**src/rtl/hazard_forward_unit_pkg.sv**
```systemverilog
// rtl/hazard_forward_unit_pkg.sv - shared defaults, FSM encodings and select codes for the hazard/forward unit
package hazard_forward_unit_pkg;

    localparam int DEF_REG_AW    = 5;
    localparam int DEF_NUM_SRC   = 2;
    localparam int DEF_FWD_DEPTH = 3;
    localparam int DEF_LOAD_LAT  = 1;

    // fwd_sel code meaning "read the register file"; code k+1 means shadow entry k
    localparam int FWD_SEL_RF = 0;

    typedef enum logic {
        ST_RUN  = 1'b0,
        ST_WAIT = 1'b1
    } hfu_state_t;

endpackage

```
**src/rtl/hazard_forward_unit_fwd_match.sv**
```systemverilog
// rtl/hazard_forward_unit_fwd_match.sv - per-operand youngest-match forward select and load-use block
module fwd_match
    import hazard_forward_unit_pkg::*;
#(
    parameter int REG_AW    = DEF_REG_AW,
    parameter int FWD_DEPTH = DEF_FWD_DEPTH,
    parameter int LOAD_LAT  = DEF_LOAD_LAT,
    parameter int SELW      = $clog2(DEF_FWD_DEPTH + 1)
) (
    input  logic [REG_AW-1:0]           src,
    input  logic                        used,
    input  logic [FWD_DEPTH-1:0]        ent_valid,
    input  logic [FWD_DEPTH-1:0]        ent_wr,
    input  logic [FWD_DEPTH-1:0]        ent_load,
    input  logic [FWD_DEPTH*REG_AW-1:0] ent_dst,
    output logic [SELW-1:0]             sel,
    output logic                        blocked,
    output logic [SELW-1:0]             wait_cycles
);

    // Scan oldest to youngest so the youngest match is the one left standing.
    always_comb begin
        sel         = SELW'(FWD_SEL_RF);
        blocked     = 1'b0;
        wait_cycles = '0;
        for (int k = FWD_DEPTH - 1; k >= 0; k--) begin
            if (ent_valid[k] && ent_wr[k] && used && (src != '0) &&
                (ent_dst[k*REG_AW +: REG_AW] == src)) begin
                sel         = SELW'(k + 1);
                blocked     = ent_load[k] && (k < LOAD_LAT);
                wait_cycles = (ent_load[k] && (k < LOAD_LAT)) ? SELW'(LOAD_LAT - k) : '0;
            end
        end
    end

endmodule

```
**src/rtl/hazard_forward_unit.sv**
```systemverilog
// rtl/hazard_forward_unit.sv - ID-stage hazard detection, operand forwarding select and load-use stall control
module hazard_forward_unit
    import hazard_forward_unit_pkg::*;
#(
    parameter int REG_AW    = DEF_REG_AW,
    parameter int NUM_SRC   = DEF_NUM_SRC,
    parameter int FWD_DEPTH = DEF_FWD_DEPTH,
    parameter int LOAD_LAT  = DEF_LOAD_LAT
) (
    input  logic                                         clk,
    input  logic                                         rst_n,
    input  logic                                         id_valid,
    input  logic [NUM_SRC*REG_AW-1:0]                    id_src_reg,
    input  logic [NUM_SRC-1:0]                           id_src_used,
    input  logic [REG_AW-1:0]                            id_dst_reg,
    input  logic                                         id_reg_write,
    input  logic                                         id_is_load,
    input  logic                                         flush,
    output logic                                         stall,
    output logic                                         issue,
    output logic [NUM_SRC*$clog2(FWD_DEPTH+1)-1:0]       fwd_sel,
    output logic [15:0]                                  stall_cnt
);

    localparam int SELW = $clog2(FWD_DEPTH + 1);

    logic [FWD_DEPTH-1:0]        ent_valid;
    logic [FWD_DEPTH-1:0]        ent_wr;
    logic [FWD_DEPTH-1:0]        ent_load;
    logic [FWD_DEPTH*REG_AW-1:0] ent_dst;

    logic [NUM_SRC-1:0]          op_blocked;
    logic [NUM_SRC*SELW-1:0]     op_wait;
    logic [SELW-1:0]             max_wait;
    logic [SELW-1:0]             wait_cnt;

    hfu_state_t                  state;
    hfu_state_t                  state_nxt;
    logic                        in_wait;

    for (genvar i = 0; i < NUM_SRC; i++) begin : g_op
        fwd_match #(
            .REG_AW    (REG_AW),
            .FWD_DEPTH (FWD_DEPTH),
            .LOAD_LAT  (LOAD_LAT),
            .SELW      (SELW)
        ) u_fwd_match (
            .src         (id_src_reg[i*REG_AW +: REG_AW]),
            .used        (id_src_used[i]),
            .ent_valid   (ent_valid),
            .ent_wr      (ent_wr),
            .ent_load    (ent_load),
            .ent_dst     (ent_dst),
            .sel         (fwd_sel[i*SELW +: SELW]),
            .blocked     (op_blocked[i]),
            .wait_cycles (op_wait[i*SELW +: SELW])
        );
    end

    assign stall = id_valid && !flush && (|op_blocked);
    assign issue = id_valid && !stall && !flush;

    // Longest remaining load latency across all blocked operands seeds the wait counter.
    always_comb begin
        max_wait = '0;
        for (int i = 0; i < NUM_SRC; i++) begin
            if (op_wait[i*SELW +: SELW] > max_wait) begin
                max_wait = op_wait[i*SELW +: SELW];
            end
        end
    end

    always_ff @(posedge clk or negedge rst_n) begin
        if (!rst_n) begin
            ent_valid <= '0;
            ent_wr    <= '0;
            ent_load  <= '0;
            ent_dst   <= '0;
        end else begin
            ent_valid[0]          <= issue;
            ent_wr[0]             <= id_reg_write;
            ent_load[0]           <= id_is_load;
            ent_dst[0 +: REG_AW]  <= id_dst_reg;
            for (int k = 1; k < FWD_DEPTH; k++) begin
                ent_valid[k]               <= ent_valid[k-1] && !flush;
                ent_wr[k]                  <= ent_wr[k-1];
                ent_load[k]                <= ent_load[k-1];
                ent_dst[k*REG_AW +: REG_AW] <= ent_dst[(k-1)*REG_AW +: REG_AW];
            end
        end
    end

    always_ff @(posedge clk or negedge rst_n) begin
        if (!rst_n) begin
            state <= ST_RUN;
        end else begin
            state <= state_nxt;
        end
    end

    always_comb begin
        state_nxt = state;
        case (state)
            ST_RUN:  if (stall && !flush) state_nxt = ST_WAIT;
            ST_WAIT: if (flush || !stall) state_nxt = ST_RUN;
            default: state_nxt = ST_RUN;
        endcase
    end

    always_comb begin
        in_wait = (state == ST_WAIT);
    end

    always_ff @(posedge clk or negedge rst_n) begin
        if (!rst_n) begin
            wait_cnt <= '0;
        end else if (flush || (in_wait && !stall)) begin
            wait_cnt <= '0;
        end else if (!in_wait && stall) begin
            wait_cnt <= max_wait;
        end else if (in_wait && (wait_cnt != '0)) begin
            wait_cnt <= wait_cnt - 1'b1;
        end
    end

    always_ff @(posedge clk or negedge rst_n) begin
        if (!rst_n) begin
            stall_cnt <= '0;
        end else if (stall && (stall_cnt != 16'hFFFF)) begin
            stall_cnt <= stall_cnt + 16'd1;
        end
    end

    // A stall still held once the latency countdown is exhausted means the match logic and FSM disagree.
    always_ff @(posedge clk) begin
        if (rst_n && in_wait && stall) begin
            assert (wait_cnt != '0);
        end
    end

endmodule

```
**config.mk**
```make
export PLATFORM = sky130hd
export DESIGN_NAME = hazard_forward_unit
export DESIGN_NICKNAME = d
export VERILOG_FILES = /design/src/rtl/hazard_forward_unit_pkg.sv /design/src/rtl/hazard_forward_unit_fwd_match.sv /design/src/rtl/hazard_forward_unit.sv
export SDC_FILE = /design/constraint.sdc
export NUM_CORES = 1
export LEC_CHECK = 0
export BUFFER_PORTS_ARGS = -buffer_cell sky130_fd_sc_hd__buf_2
export CELL_PAD_IN_SITES_DETAIL_PLACEMENT = 2
export CELL_PAD_IN_SITES_GLOBAL_PLACEMENT = 2
export CORE_ASPECT_RATIO = 1.75
export CORE_MARGIN = 2
export CORE_UTILIZATION = 36
export CTS_CLUSTER_DIAMETER = 40
export DETAILED_ROUTE_END_ITERATION = 6
export PLACE_DENSITY = 0.94
export SYNTH_ARGS = -nofsm -noshare
export SYNTH_HDL_FRONTEND = slang
export SYNTH_HIERARCHICAL = 1
export SYNTH_SLANG_ARGS = --single-unit
```
**constraint.sdc**
```tcl
create_clock -name clk -period 6.95 [get_ports clk]
set_input_delay 0.695 -clock clk [delete_from_list [all_inputs] [get_ports clk]]
set_output_delay 0.695 -clock clk [all_outputs]
set_load 0.05 [all_outputs]
```
# Word level (Yosys, flattened, before mapping)
# Cells that the tools add are included.
word_totals:
  ff_bits: 38
  latchBits: 0
  ramBits: 0
  mem_bits_ro: 0
  output_inout_bits: 22
  wordCells: 54
  memories: 0
op_classes:
  add_sub_neg: 1
  n_mul: 0
  div: 0
  order_cmp: 0
  n_eq_ne: 7
  n_shift: 0
  mux: 8
  bitwise: 0
  n_reduce_logical: 33
ops:
  columns: ["operator", "count"]
  rows:
  - ["5-bit equality test", 6]
  - ["1-bit logical AND", 28]
  - ["16-bit by 1-bit adder with 16-bit output, second input constant", 1]
  - ["16-bit inequality test, second input constant", 1]
  - ["2-bit two-way mux", 6]
  - ["5-bit nonzero test", 2]
  - ["1-bit zero test", 2]
  - ["1-bit two-way mux", 2]
  - ["2-bit OR reduction", 1]

# Depth between registers and ports, before layout
depth:
  word_depth: 10
  mapped_depth: 8

# By module
# The synthesis kept the hierarchy.
by_module_without_submodules:
  columns: ["module", "n_inst", "cells_each", "area_each_um2", "seq_area_each_um2"]
  rows:
  - ["hazard_forward_unit", 1, 109, 1465.2, 1001.0]
  - ["fwd_match", 2, 33, 246.5, 0.0]

# Least setup slack after synthesis
# OpenSTA, ideal clock, no wires.
synth_timing:
  path_type: "input to output"
  start: "input port id_src_reg[6]"
  end: "output port issue"
  arrival_ns: 2.800
  required_ns: 6.255
  slack_ns: 3.455
  cell_stages: 5
  n_path_buf: 0
  cell_sequence: "or4_1 o21ai_2 nor3_1 and2_1 nor3_1"
synth_via:
  elab_chain_cells: 9
synth_lines:
  columns: ["element", "line", "rtl"]
  rows:
  - ["start, declared", "hazard_forward_unit.sv:13", "input logic [NUM_SRC*REG_AW-1:0] id_src_reg,"]
  - ["5-bit nonzero test", "hazard_forward_unit_fwd_match.sv:27", "if (ent_valid[k] && ent_wr[k] && used && (src != '0) &&"]
  - ["1-bit logical AND", "hazard_forward_unit_fwd_match.sv:27", null]
  - ["1-bit logical AND (*)", "hazard_forward_unit_fwd_match.sv:27", null]
  - ["1-bit two-way mux (*)", "hazard_forward_unit_fwd_match.sv:27", null]
  - ["net op_blocked[1]", "hazard_forward_unit.sv:32", "logic [NUM_SRC-1:0] op_blocked;"]
  - ["2-bit OR reduction (*)", "hazard_forward_unit.sv:60", "assign stall = id_valid && !flush && (|op_blocked);"]
  - ["1-bit logical AND (*)", "hazard_forward_unit.sv:60", null]
  - ["1-bit zero test (*)", null, null]
  - ["1-bit logical AND (*) (2 in series)", "hazard_forward_unit.sv:61", "assign issue = id_valid && !stall && !flush;"]
  - ["end, declared", "hazard_forward_unit.sv:20", "output logic issue,"]
# The timed path passes the listed nets; every way through them passes the cells marked *.

# Final worst setup path
layout_timing:
  start: "input port id_src_reg[1]"
  end: "output port stall"
layout_via:
  elab_chain_cells: 6
layout_lines:
  columns: ["element", "line", "rtl"]
  rows:
  - ["5-bit nonzero test", "hazard_forward_unit_fwd_match.sv:27", null]
  - ["1-bit logical AND", "hazard_forward_unit_fwd_match.sv:27", null]
  - ["1-bit logical AND (*)", "hazard_forward_unit_fwd_match.sv:27", null]
  - ["1-bit two-way mux (*)", "hazard_forward_unit_fwd_match.sv:27", null]
  - ["net op_blocked[0]", "hazard_forward_unit.sv:32", null]
  - ["2-bit OR reduction (*)", "hazard_forward_unit.sv:60", null]
  - ["1-bit logical AND (*)", "hazard_forward_unit.sv:60", null]
  - ["end, declared", "hazard_forward_unit.sv:19", "output logic stall,"]
# Marks and branches as above.

==> run_results.csv <==
group,metric,value,unit
sta,final.setup.worst_slack,3.58,ns
layout,flow.area_growth_from_synthesis,22.5,%
pwr,power_leakage,1.02,nW
sta,fin_crit_sh,48.4,%
layout,num_antenna_cells,0,
clock_tree,worst_setup_hold_path_clk_slew,0.07,ns
die,die_height,99.4,um
yosys,synthesis.instances,167,
global_route,grt_usage,19.9,%
clock_tree,clockBufferDepth,2,
layout,instances_no_fill,271,
die,initial_utilization,37.6,%
worst_setup_path,critical_path_required,6.25,ns
sta,period_minus_slack,3.37,ns
placed_design,placed_area,2150,sq um
status,run_status,"completed",
sta,final_setup_viols,0,
worst_setup_path,setup.worst_path.start_class,"primary input",
layout,final_net_count,240,
route,viasPerCell,5.49,
route,drtPass1Iterations,4,
pwr,total_power,509,uW
die,row_count,34,
die,dieWidth,58.5,um
sta,setup-tns-final,0,ns
placed_design,port_buffers,44,
worst_setup_path,worst_path_cell_with_the_longest_stage_delay,"or4_1",
placed_design,pre_cts_slack,3.65,ns
worst_setup_path,crit_chain,"buf_2 > or4_1 > o21ai_2 > nor3_1 > and2_1 > nor2_1 > nor2_1 > buf_2",
layout,final_cell_area,2290,sq um
yosys,avgSynthCellArea,11.2,sq um
worst_setup_path,cp_num_buf_inv,2,
global_route,globalRouteOverflowTotal,0,
die,boundaryPins,45,
sta,clock.fmax,297,MHz
clock_tree,cts_max_level,2,
yosys,syn_nets,191,
clock_tree,tritoncts_num_sinks,38,
worst_setup_path,slowest_delay,0.54,ns
route,num_vias,1489,
hold_path,timing.hold.worst.class,"reg2reg",
pwr,ir_worst_vdd,0.202,mV
pwr,power.density,222,nW/um^2
route,detail_route.drc_violations,0,
placed_design,hpwlAfterDp,4.06,mm
clock_tree,postCtsSetupRepairBufs,0,
worst_setup_path,crit_type,"in2out",
worst_setup_path,cpLargestDelayFamily,"simple AND/OR/NAND/NOR gates",
sta,slew_headroom,43.5,%
clock_tree,cts.root.buffer_cell,"clkbuf_8",
sta,actual_transition_at_the_worst_max_transition_pin,0.847,ns
sta,timing.clock.skew,0.00461,ns
die,core_area,4980,sq um
global_route,grt_pass1_wl,8.59,mm
sta,hold_viol_final,0,
clock_tree,tritoncts,"yes",
yosys,synth_area,1870,sq um
route,initialDrtViolationCount,25,
yosys,yosysWarningCount,6,
layout,layout-drive-gt1-share,30.9,%
route,detailed_route_wire_length,5.18,mm
placed_design,dpl.cell_count,263,
sta,grt_setup_unrepaired,"false",
worst_setup_path,timing.critical_path.to_type,"output pin",
route,drtAntennaViolNets,0,
flow_run,maxCapViolCount,0,
clock_tree,cts_made_buffers,5,
global_route,vias_in_the_first_global_route,1685,
clock_tree,cts_repair_resize_count,0,
worst_setup_path,timing.critical_path.fanout_max,6,
sta,final_max_slew_viol_count,0,
global_route,grt_start_max_net_pins,39,
global_route,antenna_found_initial,0,
placed_design,gp_congestion,0.864,
worst_setup_path,cp_data_arrival_time,2.67,ns
die,floorplan.die_area,5810,sq um
clock_tree,clk-insertion-delay-late,0.30,ns
route,wl_per_cell,19.1,um
clock_tree,postCtsHoldBufs,0,
[power breakdown]
| part | switching, mW | leakage (nW) | internal (mW) |
|---|---|---|---|
| Clock | 0.0809 | 0.0714 | 0.153 |
| Sequential | 0.00662 | 0.485 | 0.228 |
| Combinational | 0.0234 | 0.460 | 0.0177 |
| Total | 0.111 | 1.02 | 0.398 |
[metrics by stage]
stage	hold slack [ns]	utilization, %
5_1_grt	0.439	46.1
4_1_cts	0.426	46.1
2_1_floorplan	0.373	-
6_report	0.415	46.1
3_5_place_dp	0.408	43.2
3_3_place_gp	0.391	43.2
[worst paths after layout]
| check | end | slack [ns] | from | cells after the start |
|---|---|---|---|---|
| max | stall | 3.58 | id_src_reg[1] | 8 |
| min | ent_wr[2] | 0.41 | ent_wr[1] | 0 |
| max reg2reg | stall_cnt[15] | 4.07 | ent_dst[4] | 8 |
| min reg2reg | ent_wr[2] | 0.41 | ent_wr[1] | 0 |
| max in group asynchronous | stall_cnt[8] | 5.92 | rst_n | 1 |
| min in group asynchronous | ent_wr[2] | 0.50 | rst_n | 1 |
[cell type report]
class | count | area, sq um
fill | 542 | 2690
sequential | 38 | 951
multi-input combinational | 126 | 907
timing repair buffer | 44 | 220
clock buffer | 6 | 82.6
tap | 54 | 67.6
clock inverter | 2 | 60.1
inverter | 1 | 3.75
[flip-flops by register name (all words and copies together) (netlist names)]
name and flops:
stall_cnt 16, ent_dst 15, ent_valid 3, ent_wr 3, ent_load 1
[layout by cell type, fill, tap and decap left out, drive strengths merged]
master and n:
bufinv 2, nand3 11, xor2 3, a21o 2, o21a 1, a31oi 2, a21oi 3, mux2 4
o21ai 4, nor4 3, dfrtp 38, nand2 8, xnor2 35, or4 5, and2 4, nand2b 2
and4 1, nor2b 2, buf 44, and3 2, mux2i 1, nor2 5, clkbuf 6, nand4b 1
or4b 1, nand4 12, inv 1, nor3 9, or3 4, ha 1
[metal layers]
| layer | vias to the layer above | global-route usage [%] | routed length (um) |
|---|---|---|---|
| met1 | 747 | 20.1 | 1700 |
| met3 | 11 | 3.38 | 196 |
| met4 | 0 | 9.48 | 154 |
| li1 | 692 | - | - |
| met2 | 39 | 37.6 | 3130 |
| met5 | - | 0 | 0 |
(Power assumes the default switching activity.)
